### src/rtl/pulse_peak_detector_pkg.sv
// rtl/pulse_peak_detector_pkg.sv - shared types and widths for the pulse peak detector
package pulse_peak_detector_pkg;

  localparam int SIZE_FILTER_DATA = 12;
  localparam int SIZE_PEAK_DATA   = SIZE_FILTER_DATA + 4;
  localparam int SIZE_PEAK_TIME   = 16;

  typedef enum logic [1:0] {
    IDLE    = 2'd0,
    RISE    = 2'd1,
    HOLDOFF = 2'd2
  } peak_state_t;

  typedef struct packed {
    logic signed [SIZE_PEAK_DATA-1:0] amp;
    logic [SIZE_PEAK_TIME-1:0]        tstamp;
  } peak_event_t;

endpackage

### src/rtl/pulse_peak_detector_sat_counter.sv
// rtl/pulse_peak_detector_sat_counter.sv - 8-bit event counter that sticks at 255
module peak_sat_counter (
  input  logic       clk,
  input  logic       reset,
  input  logic       inc,
  output logic [7:0] count
);

  always_ff @(posedge clk or posedge reset) begin
    if (reset) begin
      count <= '0;
    end else if (inc && (count != 8'hFF)) begin
      count <= count + 8'd1;
    end
  end

endmodule

### src/rtl/pulse_peak_detector.sv
// rtl/pulse_peak_detector.sv - threshold pulse finder emitting peak amplitude/time events
// Optional pileup rejection is built when PEAK_DET_PILEUP_EN is defined.
module pulse_peak_detector #(
  parameter int SIZE_DATA      = pulse_peak_detector_pkg::SIZE_FILTER_DATA + 4,
  parameter int SIZE_PEAK_TIME = pulse_peak_detector_pkg::SIZE_PEAK_TIME,
  parameter int MAX_WIDTH      = 64
) (
  input  logic                        clk,
  input  logic                        reset,
  input  logic signed [SIZE_DATA-1:0] input_data,
  input  logic signed [SIZE_DATA-1:0] threshold,
  input  logic [7:0]                  holdoff,
  input  logic                        peak_ready,
  output logic                        peak_valid,
  output logic signed [SIZE_DATA-1:0] peak_amp,
  output logic [SIZE_PEAK_TIME-1:0]   peak_time,
  output logic [7:0]                  lost_cnt,
  output logic [7:0]                  pileup_cnt,
  output logic                        busy
);

  import pulse_peak_detector_pkg::*;

  logic signed [SIZE_DATA-1:0] data_q;
  logic [SIZE_PEAK_TIME-1:0]   ts;
  logic [SIZE_PEAK_TIME-1:0]   ts_q;

  peak_state_t                 state_q, state_d;
  logic signed [SIZE_DATA-1:0] thr_l, thr_d;
  logic signed [SIZE_DATA-1:0] max_q, max_d;
  logic [SIZE_PEAK_TIME-1:0]   tmax_q, tmax_d;
  logic [7:0]                  hold_q, hold_d;
  logic                        emit;
  logic                        slot_free;
  logic                        lost_inc;

  // Stage 1: sample and timestamp travel together
  always_ff @(posedge clk or posedge reset) begin
    if (reset) begin
      data_q <= '0;
      ts     <= '0;
      ts_q   <= '0;
    end else begin
      data_q <= input_data;
      ts_q   <= ts;
      ts     <= ts + 1'b1;
    end
  end

`ifdef PEAK_DET_PILEUP_EN
  localparam int WIDTH_BITS = $clog2(MAX_WIDTH + 1);

  logic [WIDTH_BITS-1:0] width_q, width_d;
  logic                  abandon_q, abandon_d;
  logic                  pileup_inc;

  always_ff @(posedge clk or posedge reset) begin
    if (reset) begin
      width_q   <= '0;
      abandon_q <= 1'b0;
    end else begin
      width_q   <= width_d;
      abandon_q <= abandon_d;
    end
  end
`else
  logic [31:0] unused_max_width;
  assign unused_max_width = 32'(MAX_WIDTH);
`endif

  always_ff @(posedge clk or posedge reset) begin
    if (reset) begin
      state_q <= IDLE;
      thr_l   <= '0;
      max_q   <= '0;
      tmax_q  <= '0;
      hold_q  <= '0;
    end else begin
      state_q <= state_d;
      thr_l   <= thr_d;
      max_q   <= max_d;
      tmax_q  <= tmax_d;
      hold_q  <= hold_d;
    end
  end

  always_comb begin
    state_d = state_q;
    thr_d   = thr_l;
    max_d   = max_q;
    tmax_d  = tmax_q;
    hold_d  = hold_q;
    emit    = 1'b0;
`ifdef PEAK_DET_PILEUP_EN
    width_d    = width_q;
    abandon_d  = abandon_q;
    pileup_inc = 1'b0;
`endif
    case (state_q)
      IDLE: begin
        if (data_q > threshold) begin
          state_d = RISE;
          thr_d   = threshold;
          max_d   = data_q;
          tmax_d  = ts_q;
`ifdef PEAK_DET_PILEUP_EN
          width_d   = WIDTH_BITS'(1);
          abandon_d = 1'b0;
`endif
        end
      end
      RISE: begin
        if (data_q <= thr_l) begin
`ifdef PEAK_DET_PILEUP_EN
          emit = !abandon_q;
`else
          emit = 1'b1;
`endif
          if (holdoff != 8'd0) begin
            state_d = HOLDOFF;
            hold_d  = holdoff;
          end else begin
            state_d = IDLE;
          end
        end else begin
`ifdef PEAK_DET_PILEUP_EN
          // Once the pulse has MAX_WIDTH samples above threshold it is dropped as pileup
          if (!abandon_q) begin
            if (int'(width_q) + 1 >= MAX_WIDTH) begin
              abandon_d  = 1'b1;
              pileup_inc = 1'b1;
            end else begin
              width_d = width_q + 1'b1;
              if (data_q > max_q) begin
                max_d  = data_q;
                tmax_d = ts_q;
              end
            end
          end
`else
          if (data_q > max_q) begin
            max_d  = data_q;
            tmax_d = ts_q;
          end
`endif
        end
      end
      HOLDOFF: begin
        if (hold_q <= 8'd1) begin
          state_d = IDLE;
        end else begin
          hold_d = hold_q - 8'd1;
        end
      end
      default: begin
        state_d = IDLE;
      end
    endcase
  end

  // A transfer in the emit cycle frees the slot for the new event
  assign slot_free = !peak_valid || peak_ready;
  assign lost_inc  = emit && !slot_free;

  always_ff @(posedge clk or posedge reset) begin
    if (reset) begin
      peak_valid <= 1'b0;
      peak_amp   <= '0;
      peak_time  <= '0;
    end else if (emit && slot_free) begin
      peak_valid <= 1'b1;
      peak_amp   <= max_q;
      peak_time  <= tmax_q;
    end else if (peak_valid && peak_ready) begin
      peak_valid <= 1'b0;
    end
  end

  assign busy = (state_q != IDLE);

  peak_sat_counter u_lost_cnt (
    .clk   (clk),
    .reset (reset),
    .inc   (lost_inc),
    .count (lost_cnt)
  );

`ifdef PEAK_DET_PILEUP_EN
  peak_sat_counter u_pileup_cnt (
    .clk   (clk),
    .reset (reset),
    .inc   (pileup_inc),
    .count (pileup_cnt)
  );
`else
  assign pileup_cnt = 8'd0;
`endif

endmodule

### config.mk
export PLATFORM = sky130hd
export DESIGN_NAME = pulse_peak_detector
export DESIGN_NICKNAME = d
export VERILOG_FILES = /design/src/rtl/pulse_peak_detector_pkg.sv /design/src/rtl/pulse_peak_detector_sat_counter.sv /design/src/rtl/pulse_peak_detector.sv
export SDC_FILE = /design/constraint.sdc
export NUM_CORES = 1
export LEC_CHECK = 0
export CORE_MARGIN = 2
export CORE_UTILIZATION = 55
export CTS_CLUSTER_DIAMETER = 100
export DETAILED_ROUTE_END_ITERATION = 8
export PLACE_DENSITY = 0.8
export SLEW_MARGIN = 30
export SYNTH_ARGS = -nofsm -noshare
export SYNTH_HDL_FRONTEND = slang
export SYNTH_SLANG_ARGS = --single-unit
### constraint.sdc
create_clock -name clk -period 6.36 [get_ports clk]
set_input_delay 0.954 -clock clk [delete_from_list [all_inputs] [get_ports clk]]
set_output_delay 0.954 -clock clk [all_outputs]
set_load 0.02 [all_outputs]
======== Word level (Yosys, flattened, before mapping) ========
Index checks and enable logic that the tools add are counted.
word-level totals
  word-level logic and storage cells ...... 67
  bits in registers ....................... 147
  bits of input ports ..................... 43
operators by class
  $lt $le $gt $ge ......................... 4
  reduce and logical (&&, ||, !) cells .... 17
  equality and inequality tests ........... 10
  $add $sub $neg .......................... 3
  muxes and demuxes ....................... 21
operators with widths
  operator                                                                count
  16-bit 2-to-1 mux                                                       6
  16-bit case mux with 2 select lines                                     2
  16-bit > comparator                                                     2
  8-bit 2-to-1 mux                                                        3
  16-bit by 1-bit adder with 16-bit output (second input constant)        1
  16-bit <= comparator                                                    1
  8-bit case mux with 2 select lines                                      1
  2-bit != test (second input constant)                                   7
  8-bit by 1-bit adder with 8-bit output (second input constant)          1
  8-bit by 1-bit <= comparator with 1-bit output (second input constant)  1
  2-bit 2-to-1 mux                                                        4
  8-bit != test (second input constant)                                   1
  4-bit AND reduction                                                     2
  2-bit nonzero test                                                      4
  8-bit nonzero test                                                      1
  8-bit by 1-bit subtractor with 8-bit output (second input constant)     1
  2-bit case mux with 3 select lines                                      1
  1-bit logical AND                                                       4
  1-bit 2-to-1 mux                                                        4
  3-bit AND reduction                                                     1
  2-bit by 1-bit equality test with 1-bit output (second input constant)  1
  2-bit equality test (second input constant)                             1
  1-bit zero test                                                         2
  2-bit zero test                                                         1
  other kinds (2)                                                         2

======== Depth between registers and ports, before layout ========
Gate-level depths: netlist of run 1.
  depth after elaboration ................. 5
  depth in mapped cells ................... 11
  gate-level depth less buffers ........... 9

======== Hierarchy ========
From an unflattened synthesis of run 1, not the netlist that was laid out.
unflattened totals
  cells, all modules ...................... 578
  area, all modules ....................... 6,995.5 um^2
by module, submodules not included
  module               sequential area each (um^2)  times used  area an instance (um^2)  cells each
  pulse_peak_detector  3,478.3                      1           6,576.3                  540
  peak_sat_counter     200.2                        1           419.2                    38

======== Worst setup path after synthesis of run 1 ========
OpenSTA, ideal clock, no wires.
  kind .................................... input to register
  from .................................... input threshold[5]
  to ...................................... register max_q[0]
  cell stages on the path ................. 10
  arrival time ............................ 2.986 ns
  setup slack ............................. 3.249 ns
  required time ........................... 6.235 ns
  path through ............................ inv_1 > ha_1 > a211oi_1 > nor2_1 > nor4b_1 > or3_1 > nand3_1 > a21oi_4 > buf_12 > mux2_4
on the way
  word-level cells in the longest chain between the ends .. 3
ends and longest elaborated chain
  what                           line                        RTL
  from (decl)                    pulse_peak_detector.sv:11   input logic signed [SIZE_DATA-1:0] threshold,
  16-bit > comparator            pulse_peak_detector.sv:101  if (data_q > threshold) begin
  2-bit != test (no line)        --
  4-bit AND reduction (no line)  --
  to (signal assigned)           pulse_peak_detector.sv:81   max_q <= max_d;
  to (decl)                      pulse_peak_detector.sv:30   logic signed [SIZE_DATA-1:0] max_q, max_d;
No other way between the ends.
A chain may end at the register's enable or synchronous reset.

======== Worst setup path after layout of run 1 ========
  from .................................... input threshold[5]
  to ...................................... register tmax_q[9]
on the way
  word-level cells in the longest chain between the ends .. 3
ends and longest elaborated chain
  what                           line                        RTL
  16-bit > comparator            pulse_peak_detector.sv:101
  2-bit != test (no line)        --
  4-bit AND reduction (no line)  --
  to (signal assigned)           pulse_peak_detector.sv:82   tmax_q <= tmax_d;
  to (decl)                      pulse_peak_detector.sv:31   logic [SIZE_PEAK_TIME-1:0] tmax_q, tmax_d;
No other way between the ends.

==> key figures, run 1 <==
Route
  – Vias/cell: 5.357
  – DRC: 0
  – Via Count: 4,548
  – DRT iter0 DRCs: about 240
  – DRT Pass-1 Iters: 5
  – Final wirelength: roughly 14,000 um
  – Antenna-violating nets left: 0
  – WL per Instance: roughly 16 um

Min path
  – Worst Hold End: ts_q[15]$_DFF_PP0_
  – Worst hold start: ts[15]$_DFF_PP0_
  – Worst Hold Class: flop to flop
  – Hold Path Depth: 0

Critical path
  – R2r endpoint: tmax_q[9]$_DFFE_PP0P_
  – Cells along the critical path: clkdlybuf4s50_1 -> inv_1 -> ha_1 -> a211oi_1 -> nor2_1 -> nor4b_1 -> or3_1 -> nand3_1 -> a21oi_4 -> buf_4 -> mux2_2
  – CP peak stage delay: roughly 0.52 ns
  – Worst Setup Path Type: input pin to flop
  – Startpoint Class: input pin
  – Req. time, crit path: about 6.7 ns
  – Reg2reg path depth: 9
  – Crit path arrival time: 3.88 ns
  – Worst path slowest cell: buf_4
  – Reg-to-reg critical path startpoint: data_q[15]$_DFF_PP0_
  – Worst R2R Setup Slack: slightly above 3 ns
  – CP endpoint kind: flop
  – Crit-path max FO: 32

Placement
  – DPL Wire Length: 9641 um
  – Port Buffers: 84
  – Placed Area: between 0.007 and 0.008 sq mm
  – Gpl congestion: around 0.86
  – Place WS: about 2.4 ns

STA
  – # setup viols final: 0
  – Min cycle time layout: approximately 3.6 ns
  – Final Hold Viols: 0
  – Setup TNS Final: 0 ns
  – Fmax: 279.4 MHz
  – Final WS setup: around 2.8 ns
  – Final slew viol count: 0
  – Rel. slew slack: 55.12%
  – Worst slew pin tran: 0.6732 ns
  – Layout Skew: ~0.0088 ns
  – RSZ-0062 raised after global routing: false
  – Final worst-path cycle share: a little under three fifths

Synthesis
  – Unique masters post-synth: between 50 and 60
  – Sequential-to-total area share from yosys stat: a little over half
  – Yosys reg bits: about 150
  – Mapped Area: 0.006934 sq mm
  – Synthesized instance count: 571
  – Yosys warnings: 0
  – Post-synth ARST share: 100.0%
  – Ys flop type: dfrtp_1
  – Avg Cell Area, Syn: approximately 12 sq um
  – Post-synth EDFFs: 0

CTS
  – H-tree Lvls: 4
  – Num CTS Buffers: 17
  – Post-CTS sizing: 0
  – Clock tree buffer depth: 2
  – CTS Hold Bufs: 0
  – Post-CTS Setup Bufs: 0
  – Root Driver: clkbuf_16
  – Clk_lat worst skew: around 0.42 ns
  – CTS sink count: 147
  – Clock transition at the registers of the reported paths: around 0.060 ns
  – CTS tree: done

Pwr
  – Pleak: approximately 0.004 uW
  – Total Power: between 3000 and 4000 uW
  – Power per cell area: 440.4 mW/mm^2
  – Max VDD drop: ~0.24 mV

Flow run
  – MaxCap Viol Count: 0

Floorplanning
  – Core area: between 0.01 and 0.015 sq mm
  – Die height: roughly 120 um
  – Die footprint: between 0.01 and 0.015 sq mm
  – # rows: between 40 and 50
  – Starting density of the core: 55.63%
  – Die W: between 100 and 150 um
  – # IOs: slightly above 90

Global routing
  – GR Util All Layers: between 20% and 30%
  – Met3 usage: between 6 and 7%
  – GR met1 Demand/Resource: between 20% and 30%
  – GR Layer Usage met2: 37.13%
  – Gr busiest metal: met2
  – Vias in the first global route: approximately 4,900
  – Aggregate global routing overflow: 0
  – First-pass GRT wire length: ~23,000 um
  – Initial antenna violation count: 0
  – Largest net degree at the start of global routing: 100

Layout
  – Cell area after layout: about 0.0085 sq mm
  – Nets: 759
  – # diodes: 0
  – Area growth syn-to-layout: 22.14%
  – Fin util: roughly 68%
  – Layout cells sized above 1: roughly 12%

Status
  – Status: completed
synth_stat cells (all sizes together) (2+ instances only):
| cell | instances | share of area [%] |
|---|---|---|
| dfrtp | 147 | 53 |
| mux2 | 66 | 12 |
| inv | 53 | 2.9 |
| ha | 52 | 9.4 |
| nand2 | 34 | 1.8 |
| o21ai | 29 | 2.1 |
| a21oi | 25 | 2.0 |
| nor2 | 21 | 1.1 |
| buf | 17 | 2.5 |
| xnor2 | 17 | 2.1 |
| nand3 | 16 | 1.2 |
| nand4 | 16 | 1.5 |
| nor2b | 7 | 0.63 |
| nor3 | 7 | 0.51 |
| and3 | 5 | 0.45 |
| a211oi | 4 | 0.43 |
| clkbuf | 4 | 0.22 |
| nand2b | 4 | 0.36 |
| nor4 | 4 | 0.45 |
| a21o | 3 | 0.32 |
| o211ai | 3 | 0.32 |
| o22ai | 3 | 0.27 |
| xor2 | 3 | 0.38 |
| a21boi | 2 | 0.27 |
| a31o | 2 | 0.25 |
| a31oi | 2 | 0.18 |
| and2 | 2 | 0.18 |
| and4 | 2 | 0.25 |
| nand3b | 2 | 0.22 |
| nor3b | 2 | 0.22 |
| o21ba | 2 | 0.29 |
| o22a | 2 | 0.25 |
| or2 | 2 | 0.18 |
| or3 | 2 | 0.18 |
final cells by class:
class,count,area [sq um]
inverters,53,206.4
flip-flops and latches,147,3679
well taps,172,215.2
clock buffers,18,429.2
repair buffers,88,870.8
fillers,895,3996
clock inverters,14,176.4
multi-input cells,357,2893
state kept, by name (all words and copies together) (netlist names):
| signal | count |
|---|---|
| data_q | 16 |
| max_q | 16 |
| peak_amp | 16 |
| peak_time | 16 |
| thr_l | 16 |
| tmax_q | 16 |
| ts | 16 |
| ts_q | 16 |
| hold_q | 8 |
| u_lost_cnt.count | 8 |
| state_q | 2 |
| peak_valid | 1 |
kinds of logic (layout without fill, tap and decap cells):
group / after synthesis / count (layout) / synth area share [%]
AOI/OAI and AO/OA: 83 / 83 / 7.506
xor gates and xnor gates: 20 / 20 / 2.526
adders and majority gates: 52 / 52 / 9.383
buffers and inverters: 74 / 173 / 5.612
DFF: 147 / 147 / 53.05
muxes: 66 / 66 / 12.34
other: 1 / 8 / 0.05408
and+or+nand+nor: 128 / 128 / 9.527
stage by stage:
stage	std cells	hold WS, ns
floorplan	578	0.3729
global placement	817	0.3819
detailed placement	817	0.3804
CTS	849	0.4074
global route	849	0.4190
finish	849	0.4093
worst max-delay path by stage:
stage | start | end | slack (ns) | cells past startpoint
after global routing | threshold[5] | tmax_q[9]$_DFFE_PP0P_ | 2.64 | 11
after global placement | threshold[5] | tmax_q[9]$_DFFE_PP0P_ | 2.47 | 11
final | threshold[5] | tmax_q[9]$_DFFE_PP0P_ | 2.78 | 11
after CTS | threshold[5] | tmax_q[9]$_DFFE_PP0P_ | 2.82 | 11
after detailed placement | threshold[5] | tmax_q[9]$_DFFE_PP0P_ | 2.38 | 11
after floorplan | reset | data_q[0]$_DFF_PP0_ | 1.45 | 1
power breakdown:
group          internal (uW)  switching [uW]
combinational            687             694
clock                    623             402
sequential              1170             153
worst max-delay path: cells and delay by family:
kind / cells / cell delay (ns)
AND/OR/NAND/NOR: 4 / 0.74
multiplexers: 1 / 0.40
adder cells (fa/ha/maj): 1 / 0.30
buffers and inverters: 3 / 1.08
AO/OA/AOI/OAI: 2 / 0.39
per-layer routing:
| layer | routed length [um] | vias up |
|---|---|---|
| li1 | - | 2160 |
| met1 | 5879 | 2254 |
| met2 | 6818 | 111 |
| met3 | 744 | 23 |
| met4 | 285 | 0 |
| met5 | 0 | - |
cell usage in the layout (no fill, tap or decap), types with 3 or more instances in the layout:
| cell type | Yosys | routed |
|---|---|---|
| inv_6 | 0 | 3 |
| a21oi_1 | 23 | 23 |
| o211ai_1 | 3 | 3 |
| clkdlybuf4s50_1 | 0 | 84 |
| o21ai_0 | 28 | 28 |
| clkbuf_16 | 0 | 17 |
| xor2_1 | 3 | 3 |
| a21o_1 | 3 | 3 |
| clkinv_4 | 0 | 3 |
| o22ai_1 | 3 | 3 |
| buf_4 | 8 | 4 |
| clkinv_2 | 0 | 3 |
| nand2_1 | 34 | 34 |
| mux2_4 | 30 | 30 |
| and3_1 | 5 | 5 |
| nand3_1 | 16 | 16 |
| dfrtp_1 | 147 | 147 |
| nor2b_1 | 7 | 7 |
| nor4_1 | 3 | 3 |
| conb_1 | 1 | 8 |
| xnor2_1 | 17 | 17 |
| nor2_1 | 21 | 21 |
| nand2b_1 | 4 | 4 |
| nor3_1 | 7 | 7 |
| ha_1 | 52 | 52 |
| mux2_2 | 6 | 6 |
| inv_1 | 53 | 52 |
| nand4_1 | 15 | 15 |
| mux2_1 | 30 | 30 |
| bufinv_16 | 0 | 3 |
| a211oi_1 | 4 | 4 |
Power figures use the tool's default switching activity.
==> run 2, diff against run 1 <==
--- a/config.mk
+++ b/config.mk
@@ -6,10 +6,10 @@
 export NUM_CORES = 1
 export LEC_CHECK = 0
 export CORE_MARGIN = 2
-export CORE_UTILIZATION = 55
+export CORE_UTILIZATION = 50
 export CTS_CLUSTER_DIAMETER = 100
 export DETAILED_ROUTE_END_ITERATION = 8
-export PLACE_DENSITY = 0.8
+export PLACE_DENSITY = 0.77
 export SLEW_MARGIN = 30
 export SYNTH_ARGS = -nofsm -noshare
 export SYNTH_HDL_FRONTEND = slang
==> constraint.sdc (replaced) <==
create_clock -name clk -period 3.17 [get_ports clk]
set_input_delay 0.4755 -clock clk [delete_from_list [all_inputs] [get_ports clk]]
set_output_delay 0.4755 -clock clk [all_outputs]
set_load 0.02 [all_outputs]
==> key figures, run 2 (synthesis gave the netlist of run 1 again) <==
Route
  – Final wirelength: ~14,000 um
  – DRT Pass-1 Iters: 4
  – WL per Instance: approximately 16 um
  – Via Count: approximately 4,500
  – DRT iter0 DRCs: ~260
  – Vias/cell: between 5 and 6
  – Antenna-violating nets left: 0
  – DRC: 0

Floorplanning
  – Die footprint: about 0.015 sq mm
  – # IOs: 93
  – Die W: ~120 um
  – # rows: 43
  – Die height: approximately 120 um
  – Starting density of the core: 50.54%
  – Core area: approximately 0.014 sq mm

STA
  – Final slew viol count: 0
  – Rel. slew slack: a little over three fifths
  – Fmax: roughly 350 MHz
  – Fin Hold WS: between 0.2 and 0.3 ns
  – Worst slew pin tran: approximately 0.56 ns
  – Final Hold Viols: 0
  – Min cycle time layout: 2.892 ns
  – # setup viols final: 0
  – RSZ-0062 raised after global routing: false
  – Layout Skew: about 0.012 ns
  – Final worst-path cycle share: roughly 91%

Critical path
  – Crit-path max FO: 11
  – Startpoint Class: flop
  – Worst path slowest cell: dfrtp_1
  – Req. time, crit path: roughly 3.5 ns
  – Critical Path Most Common Cell: nand4_1
  – CP endpoint kind: flop
  – Worst R2R Setup Slack: about 0.28 ns
  – CP peak stage delay: approximately 0.47 ns
  – Worst Setup Path Type: flop to flop
  – Cells along the critical path: ha_1 -> nand4_1 -> nor4_2 -> o21ai_1 -> nand4_1 -> nand3_1 -> a21oi_4 -> buf_4 -> mux2_4
  – Crit path arrival time: ~3.2 ns

CTS
  – Clk_lat worst skew: approximately 0.43 ns
  – H-tree Lvls: 4
  – CTS sink count: between 100 and 150
  – Post-CTS Setup Bufs: 0
  – Root Driver: clkbuf_16
  – CTS tree: done
  – Num CTS Buffers: 17
  – Clock tree buffer depth: 2
  – Clock transition at the registers of the reported paths: 0.07 ns

Pwr
  – Pleak: roughly 0.004 uW
  – Max VDD drop: 0.4124 mV
  – Power per cell area: ~880 mW/mm^2

Placement
  – Placed Area: between 0.007 and 0.008 sq mm
  – DPL Wire Length: roughly 10,000 um
  – Port Buffers: 84
  – Gpl congestion: ~0.84

Layout
  – Cell area after layout: 0.008564 sq mm
  – Commonest cells after routing, fill and taps aside: dfrtp_1 (147), clkdlybuf4s50_1 (84), inv_1 (52), ha_1 (52), nand2_1 (34)
  – Nets: 765
  – Filler Cell Count: about 1,100
  – Register Area: roughly 0.0037 sq mm
  – # diodes: 0
  – Commonest non-fill, non-tap cell in the layout: dfrtp_1
  – Multi-input logic area: ~0.0029 sq mm
  – Layout cells sized above 1: a little over an eighth
  – Area growth syn-to-layout: 23.51%

Flow run
  – MaxCap Viol Count: 0

Global routing
  – Gr busiest metal: met2
  – Initial antenna violation count: 0
  – GR Layer Usage met2: around a third
  – Met3 usage: under 10%
  – GR Util All Layers: between 20% and 30%
  – GR met1 Demand/Resource: 25.10%
  – Vias in the first global route: around 4,600
  – Aggregate global routing overflow: 0
  – Largest net degree at the start of global routing: between 100 and 150
  – First-pass GRT wire length: roughly 23,000 um

Min path
  – Worst Hold Class: input pin to async pin

Status
  – Status: completed
-- run 2: what timing repair did --
| item | CTS | global route |
|---|---|---|
| hold endpoints to repair | 0 | 0 |
| endpoints found under the setup margin | 0 | 21 |
| resized for setup | 0 | 1 |
| hold buffers | 0 | 0 |
-- run 2: final timing paths --
| check | from | end | cells past startpoint |
|---|---|---|---|
| worst max-delay path | data_q[15]$_DFF_PP0_ | tmax_q[13]$_DFFE_PP0P_ | 9 |
| worst min-delay path | reset | data_q[9]$_DFF_PP0_ | 2 |
| worst max register to register | data_q[15]$_DFF_PP0_ | tmax_q[13]$_DFFE_PP0P_ | 9 |
| worst min register to register | ts[12]$_DFF_PP0_ | ts_q[12]$_DFF_PP0_ | 0 |
| max in group asynchronous | reset | u_lost_cnt.count[0]$_DFFE_PP0P_ | 3 |
| min in group clk | ts[12]$_DFF_PP0_ | ts_q[12]$_DFF_PP0_ | 0 |
-- run 2: layer usage --
layer / up-vias / share of wire [%]
met2: 100 / 50
met4: 0 / 2.4
met3: 27 / 4.5
met5: - / 0
li1: 2169 / -
met1: 2227 / 43
-- run 2: critical path: cells and delay by family (launching register included) --
kind                     cells  cell delay, ns
flip-flops                   1            0.47
multiplexers                 1            0.33
AO/OA/AOI/OAI                2            0.41
AND/OR/NAND/NOR              4            0.92
adder cells (fa/ha/maj)      1            0.38
buffers and inverters        1            0.27
-- run 2: power by group --
part           internal, uW  leakage (uW)  switching, uW  total, uW
Sequential             2350       0.00184            329       2680
Combinational          1440       0.00191           1380       2820
Clock                  1130      0.000292            900       2030
Total                  4920       0.00404           2610       7530
-- run 2: cell type report --
type | instances | area share (%)
Clock buffer | 17 | 4.967
Tap cell | 180 | 2.630
Clock inverter | 15 | 2.104
Inverter | 53 | 2.367
Sequential cell | 147 | 42.95
Multi-Input combinational cell | 357 | 33.85
Timing Repair Buffer | 94 | 11.13
-- run 2: stage by stage --
step / cells / total power [uW] / setup TNS (ns) / setup slack [ns] / util, %
after floorplan: 578 / 4788 / 0 / 0.5378 / -
after global placement: 831 / 5382 / 0 / 0.007854 / 57.97
after detailed placement: 831 / 5527 / -2.182 / -0.1107 / 57.97
after CTS: 863 / 7595 / 0 / 0.1116 / 62.38
after global routing: 863 / 7997 / 0 / 0.1053 / 62.43
final: 863 / 7532 / 0 / 0.2781 / 62.43
